<file path="src/rtl/stack_pkg.sv">
// rtl/stack_pkg.sv - shared constants and count-width helper for the LIFO stack
package stack_pkg;

  localparam int DEFAULT_WIDTH = 8;
  localparam int DEFAULT_DEPTH = 16;

  // Occupancy runs 0..DEPTH inclusive, so it needs one more state than DEPTH.
  function automatic int count_width(input int depth);
    return $clog2(depth + 1);
  endfunction

  function automatic int addr_width(input int depth);
    return (depth > 2) ? $clog2(depth) : 1;
  endfunction

endpackage

</file>
<file path="src/rtl/stack_mem.sv">
// rtl/stack_mem.sv - DEPTH x WIDTH storage, synchronous write, asynchronous read, no reset
module stack_mem #(
  parameter int WIDTH = 8,
  parameter int DEPTH = 16,
  parameter int AW    = 4
) (
  input  logic             clk,
  input  logic             wr_en_i,
  input  logic [AW-1:0]    waddr_i,
  input  logic [WIDTH-1:0] wdata_i,
  input  logic [AW-1:0]    raddr_i,
  output logic [WIDTH-1:0] rdata_o
);

  logic [WIDTH-1:0] mem_q [DEPTH];

  always_ff @(posedge clk) begin
    if (wr_en_i) begin
      mem_q[waddr_i] <= wdata_i;
    end
  end

  assign rdata_o = mem_q[raddr_i];

endmodule

</file>
<file path="src/rtl/param_stack.sv">
// rtl/param_stack.sv - parameterised LIFO stack with replace-top, sticky error flags and registered pop data
module param_stack
  import stack_pkg::*;
#(
  parameter int WIDTH    = DEFAULT_WIDTH,
  parameter int DEPTH    = DEFAULT_DEPTH,
  parameter int AF_LEVEL = DEPTH - 2
) (
  input  logic                          clk,
  input  logic                          rst,
  input  logic                          we,
  input  logic                          re,
  input  logic                          clr_err,
  input  logic [WIDTH-1:0]              data_in,
  output logic [WIDTH-1:0]              data_out,
  output logic                          rd_valid,
  output logic [WIDTH-1:0]              top,
  output logic [count_width(DEPTH)-1:0] count,
  output logic                          full,
  output logic                          empty,
  output logic                          almost_full,
  output logic                          overflow,
  output logic                          underflow
);

  localparam int CW = count_width(DEPTH);
  localparam int AW = addr_width(DEPTH);

  logic [CW-1:0]    count_q, count_d;
  logic [WIDTH-1:0] data_out_q, data_out_d;
  logic             rd_valid_q, rd_valid_d;
  logic             overflow_q, overflow_d;
  logic             underflow_q, underflow_d;

  logic             do_push, do_pop, do_repl;
  logic             mem_we;
  logic [AW-1:0]    top_addr, waddr;
  logic [WIDTH-1:0] top_word;

  assign full        = (count_q == CW'(DEPTH));
  assign empty       = (count_q == '0);
  assign almost_full = (count_q >= CW'(AF_LEVEL));

  // Simultaneous push+pop on an empty stack degrades to a plain push.
  assign do_push = we & ((~re & ~full) | (re & empty));
  assign do_pop  = re & ~we & ~empty;
  assign do_repl = we & re & ~empty;

  assign top_addr = AW'(count_q) - AW'(1);
  assign waddr    = do_repl ? top_addr : AW'(count_q);
  assign mem_we   = (do_push | do_repl) & ~rst;

  stack_mem #(
    .WIDTH (WIDTH),
    .DEPTH (DEPTH),
    .AW    (AW)
  ) u_mem (
    .clk     (clk),
    .wr_en_i (mem_we),
    .waddr_i (waddr),
    .wdata_i (data_in),
    .raddr_i (top_addr),
    .rdata_o (top_word)
  );

  always_comb begin
    count_d     = count_q;
    data_out_d  = data_out_q;
    rd_valid_d  = 1'b0;
    if (do_push) begin
      count_d = count_q + CW'(1);
    end else if (do_pop) begin
      count_d = count_q - CW'(1);
    end
    if (do_pop | do_repl) begin
      data_out_d = top_word;
      rd_valid_d = 1'b1;
    end
    // A new error on the same edge as clr_err wins.
    overflow_d  = (we & ~re & full)  | (overflow_q  & ~clr_err);
    underflow_d = (re & ~we & empty) | (underflow_q & ~clr_err);
  end

  always_ff @(posedge clk or posedge rst) begin
    if (rst) begin
      count_q     <= '0;
      data_out_q  <= '0;
      rd_valid_q  <= 1'b0;
      overflow_q  <= 1'b0;
      underflow_q <= 1'b0;
    end else begin
      count_q     <= count_d;
      data_out_q  <= data_out_d;
      rd_valid_q  <= rd_valid_d;
      overflow_q  <= overflow_d;
      underflow_q <= underflow_d;
    end
  end

  assign top       = empty ? '0 : top_word;
  assign count     = count_q;
  assign data_out  = data_out_q;
  assign rd_valid  = rd_valid_q;
  assign overflow  = overflow_q;
  assign underflow = underflow_q;

endmodule

</file>
<file path="config.mk">
export PLATFORM = sky130hd
export DESIGN_NAME = param_stack
export DESIGN_NICKNAME = d
export VERILOG_FILES = /design/src/rtl/stack_pkg.sv /design/src/rtl/stack_mem.sv /design/src/rtl/param_stack.sv
export SDC_FILE = /design/constraint.sdc
export NUM_CORES = 1
export LEC_CHECK = 0
export ABC_AREA = 0
export CAP_MARGIN = 0
export CORE_ASPECT_RATIO = 0.6
export CORE_MARGIN = 3
export CORE_UTILIZATION = 46
export CTS_BUF_LIST = sky130_fd_sc_hd__clkbuf_4 sky130_fd_sc_hd__clkbuf_8
export DETAILED_ROUTE_END_ITERATION = 12
export DONT_BUFFER_PORTS = 1
export GPL_TIMING_DRIVEN = 0
export HOLD_SLACK_MARGIN = 0.05
export SLEW_MARGIN = 25
export SYNTH_ARGS = -nofsm -noshare
export SYNTH_HDL_FRONTEND = slang
export SYNTH_SLANG_ARGS = --single-unit
</file>
<file path="constraint.sdc">
create_clock -name clk -period 11.3 [get_ports clk]
set_clock_uncertainty 0.15 [all_clocks]
set_input_delay 0.565 -clock clk [delete_from_list [all_inputs] [get_ports clk]]
set_output_delay 0.565 -clock clk [all_outputs]
set_load 0.05 [all_outputs]
</file>
After elaboration in Yosys (flattened, before gate mapping) --
Memories as Yosys holds them, arrays and structs flattened. Index checks and enable logic that the tools add are counted.
Word-level totals: logic and storage cells 44, memories 1, bits in registers 16, memory bits (writable) 128
Operators by class: bitwise gates (word level) 24, reduce and logical (&&, ||, !) cells 2, add/sub/neg operators 3, order comparisons 1, muxes and demuxes 7, equality and inequality tests 1
Memories:
- u_mem.mem_q | depth 16, width 8, rd ports 1, clocked after Yosys merged registers in 0, write ports 1, line stack_mem.sv:15 | logic [WIDTH-1:0] mem_q [DEPTH];
Operators with widths (count):
- bitwise AND 1 bit | 13
- two-way mux 5 bit | 2
- two-way mux 8 bit | 1
- inverter 1 bit | 6
- adder 5 x 1 -> 5 bit, second input constant | 1
- == test 5 bit, second input constant | 1
- >= comparator 5 x 4 -> 1 bit, second input constant | 1
- logical NOT 5 bit | 1
- OR 1 bit | 5
- subtractor 5 x 1 -> 5 bit, second input constant | 1
- two-way mux 4 bit | 1
- subtractor 4 x 1 -> 4 bit, second input constant | 1
- two-way mux 1 bit | 3
- nonzero test 2 bit | 1

Depth between registers and ports, before layout --
word-level depth 9, mapped depth 14, depth with buffers taken out 11

Cells and area by module --
A second synthesis with hierarchy kept.
Second synthesis, totals: cell total of the unflattened synthesis 322, area, all modules 6073.3 µm²
By module, submodules not included:
- stack_mem | instances 1, area each 4987.3 µm², sequential area each 3843.7 µm², cells each 221
- param_stack | instances 1, area each 1086.0 µm², sequential area each 400.4 µm², cells each 101

Worst setup path before layout --
Ideal clock, no wire load.
path kind reg-to-output, start point reg count_q[0], in the netlist count[0], end point out top[1], data required time 10.585 ns, arrival time 3.249 ns, buffers on the path 5, slack 7.336 ns, stages on the path, launching flop included 13, path through dfrtp_1 buf_6 buf_12 buf_2 inv_1 ha_1 buf_2 clkbuf_1 mux4_2 inv_1 o22ai_1 a221oi_1 nor2_1
On the way: cells in the longest elaborated chain, start to end 3
Ends and longest elaborated chain:
- from (decl) | line param_stack.sv:29 | logic [CW-1:0] count_q, count_d;
- from (signal assigned) | line param_stack.sv:92 | count_q <= count_d;
- subtractor 4 x 1 -> 4 bit | line param_stack.sv:49 | assign top_addr = AW'(count_q) - AW'(1);
- memory read (16 x 8 bit)
- two-way mux 8 bit * | line param_stack.sv:100 | assign top = empty ? '0 : top_word;
- to (decl) | line param_stack.sv:17 | output logic [WIDTH-1:0] top,
Mark *: on every way between the ends. The rest lies on a longest branch, timed or not.

Worst setup path in the final report --
start point reg count_q[0], in the netlist count[0], end point out top[2]
The elaborated chain is that of the path after synthesis.

==> impl_metrics.toml <==
[global_routing]
antenna_found_initial = 0
grt_pass1_vias = 3463
grt_pass1_wl_mm = 21.4
overflow = 0
grt_max_degree = 18
grt_util_all_layers_pct = 20.2

[timing]
tns_ns = 0
setup_viol = 0
slew_violations = 0
rsz0062_at_grt = "no"
fmax_ghz = 0.181
worst_pin_slew_ns = 1.01
maxSlewHeadroom_pct = 32.6
timing.final.crit_share_pct = 48.8
fin_crit_ns = 5.51
hold_viol_final = 0

[synthesis]
syn-num-nets = 361
yosysWarnings = 0
synth_flop_cell = "edfxtp_1"
synth_edf_count = 128
ys_types = 47
async_reset_ff_share_pct = 11.1
yosysSeqAreaShare_pct = 68.8
avgSynthCellArea_um2 = 18.1
synth-seq-cells = 144
syn_inst = 341
syn_area_mm2 = 0.00616

[die]
pin_count = 40
core_area_mm2 = 0.0130
die_area_mm2 = 0.0149
rows = 32
die_w_um = 155
initial_core_util_pct = 47.5
die_h_um = 95.7

[cts]
clock_path_buffers = 2
cts-buffers-inserted = 17
clkTransAtPathRegs_ns = 0.08
cts_root_buf = "clkbuf_8"
clkSinkCount = 144
htreeDepth = 4
clk_latency_ns = 0.44
tritoncts = "built"

[pwr]
seq_power_share_pct = 36.4
vdd_ir_drop_max_mv = 0.204
power.switching_uw = 941
powerDensity_mw_per_mm2 = 294
p_total_uw = 2070
combPwrFrac_pct = 44.9
swShare_pct = 45.5
p_clk_share_pct = 18.7
intPower_uw = 1130
power.leakage_uw = 0.00242

[run]
cap_violations = 0

[worst_setup_path]
crit_path_start_kind = "flip-flop"
cp.required_ns = 10.59
critPathKind = "flip-flop to primary output"
r2r_slack_ns = 6.82
end_kind = "primary output"
crit_chain = "buf_6 -> buf_12 -> buf_2 -> inv_1 -> ha_1 -> buf_2 -> clkbuf_1 -> mux4_1 -> inv_1 -> o22ai_1 -> a221oi_1 -> nor2_1"
cpPeakStageDelay_ns = 0.67
worstPathArrival_ns = 4.80
crit_fanout = 10
cp_slowest_cell = "dfrtp_1"

[route]
drt-vias-per-instance = 5.84
dr.pass1.iters = 4
ant_nets = 0
drcViolationCount = 0
drt_iter0_drc = 232
avgRoutedWirePerCell_um = 24.4
wl_mm = 13.9
vias = 3317

[min_path]
hp-class = "input pin to flip-flop"

[cells_and_area]
synthToLayoutAreaGrowth_pct = 14.2
drive_above_1_share_pct = 23.9
final_cells = 568
final_cell_mix = "edfxtp_1 (128), inv_1 (23), mux4_1 (21)"
nNetsFinal = 405
antenna_cells = 0
final_common_cell = "edfxtp_1"
fill_cells = 1043

[place]
gp_congestion = 0.808
place_hpwl_mm = 9.36
place_inst = 523
numPortBuffers = 0

[run_status]
status = "finished, final reports clean"
power groups by stage:
| stage | clock [uW] | sequential [uW] | combinational [uW] |
|---|---|---|---|
| after CTS | 396 | 754 | 938 |
| after global placement | 0 | 765 | 887 |
| after detailed placement | 0 | 766 | 923 |
| after global routing | 421 | 758 | 996 |
| final | 387 | 753 | 931 |
| after floorplan | 0 | 754 | 718 |
metrics by stage:
stage | worst slack, ns | instance area (um^2) | utilization [%] | hold WS (ns)
floorplan | 7.34 | 6160 | - | 0.506
global placement | 6.08 | 6380 | 49.2 | 0.508
detailed placement | 6.23 | 6540 | 50.4 | 0.510
CTS | 5.73 | 7040 | 54.3 | 0.0501
global route | 5.46 | 7040 | 54.3 | 0.0507
finish | 5.79 | 7040 | 54.3 | 0.0739
worst max-delay path, delay by kind of cell, from the launching register on:
family / cells / cell delay (ns)
buf+inv: 7 / 1.81
simple gates: 1 / 0.41
fa+ha+maj: 1 / 0.33
flops: 1 / 0.67
mux: 1 / 0.41
compound gates: 2 / 0.70
state kept, by name, summed over array words and instances (netlist names):
name,flops
data_out,8
rd_valid,1
underflow,1
u_mem.mem_q,128
overflow,1
count,5
cell families after synthesis:
group / Yosys count / synth area share, %
AND/OR/NAND/NOR: 60 / 5.46
adder cells (fa/ha/maj): 7 / 1.54
XOR/XNOR: 6 / 0.852
multiplexers: 36 / 13.7
flip-flops: 144 / 68.8
buffers and inverters: 40 / 3.35
AO/OA/AOI/OAI: 48 / 6.29
path summary, 6_finish.rpt:
check / to / cells after the start / from
min reg2reg: underflow / 2 / underflow
max: top[2] / 12 / count[0]
min in group asynchronous: count[0] / 2 / rst
max in group asynchronous: data_out[5] / 2 / rst
min: u_mem.mem_q[10][4] / 0 / data_in[4]
max reg2reg: u_mem.mem_q[4][3] / 10 / count[0]
metal layers:
metal,share of wire [%],wire [um],track usage (%)
met3,7.0,978,5.49
met2,44,6120,29.1
met4,0.93,129,6.34
met5,0,0,0
met1,48,6650,30.2
cell type report:
type                            count  area [um^2]  share of cell area (%)
Sequential cell                   144         4240                    60.3
Inverter                           24         90.1                    1.28
Tap cell                          170          213                    3.02
Timing Repair Buffer               25          198                    2.81
Clock buffer                       20          269                    3.82
Buffer                             16          116                    1.65
Clock inverter                     12          109                    1.55
Multi-Input combinational cell    157         1800                    25.6
what timing repair did:
action / CTS / global route
buffers inserted: 0 / 0
endpoints found under the hold margin: 107 / 0
gates resized for setup: 0 / 0
hold buffers: 13 / 0
cells in the mapped netlist, types with 4 or more instances:
cell | instances | share of area [%]
a21boi_0 | 4 | 0.49
a21oi_1 | 10 | 0.81
a221oi_1 | 6 | 0.85
a31oi_1 | 4 | 0.41
buf_2 | 7 | 0.57
clkbuf_1 | 5 | 0.30
dfrtp_1 | 16 | 6.5
edfxtp_1 | 128 | 62
ha_1 | 6 | 1.2
inv_1 | 23 | 1.4
mux4_1 | 21 | 9.0
mux4_2 | 11 | 4.0
nand2_1 | 4 | 0.24
nor2_1 | 19 | 1.2
nor2b_1 | 4 | 0.41
nor3_1 | 13 | 1.1
nor4_1 | 8 | 0.81
o21ai_0 | 4 | 0.32
o22ai_1 | 6 | 0.61
xnor2_1 | 5 | 0.71
No activity file was read; power rests on OpenSTA's default activity.
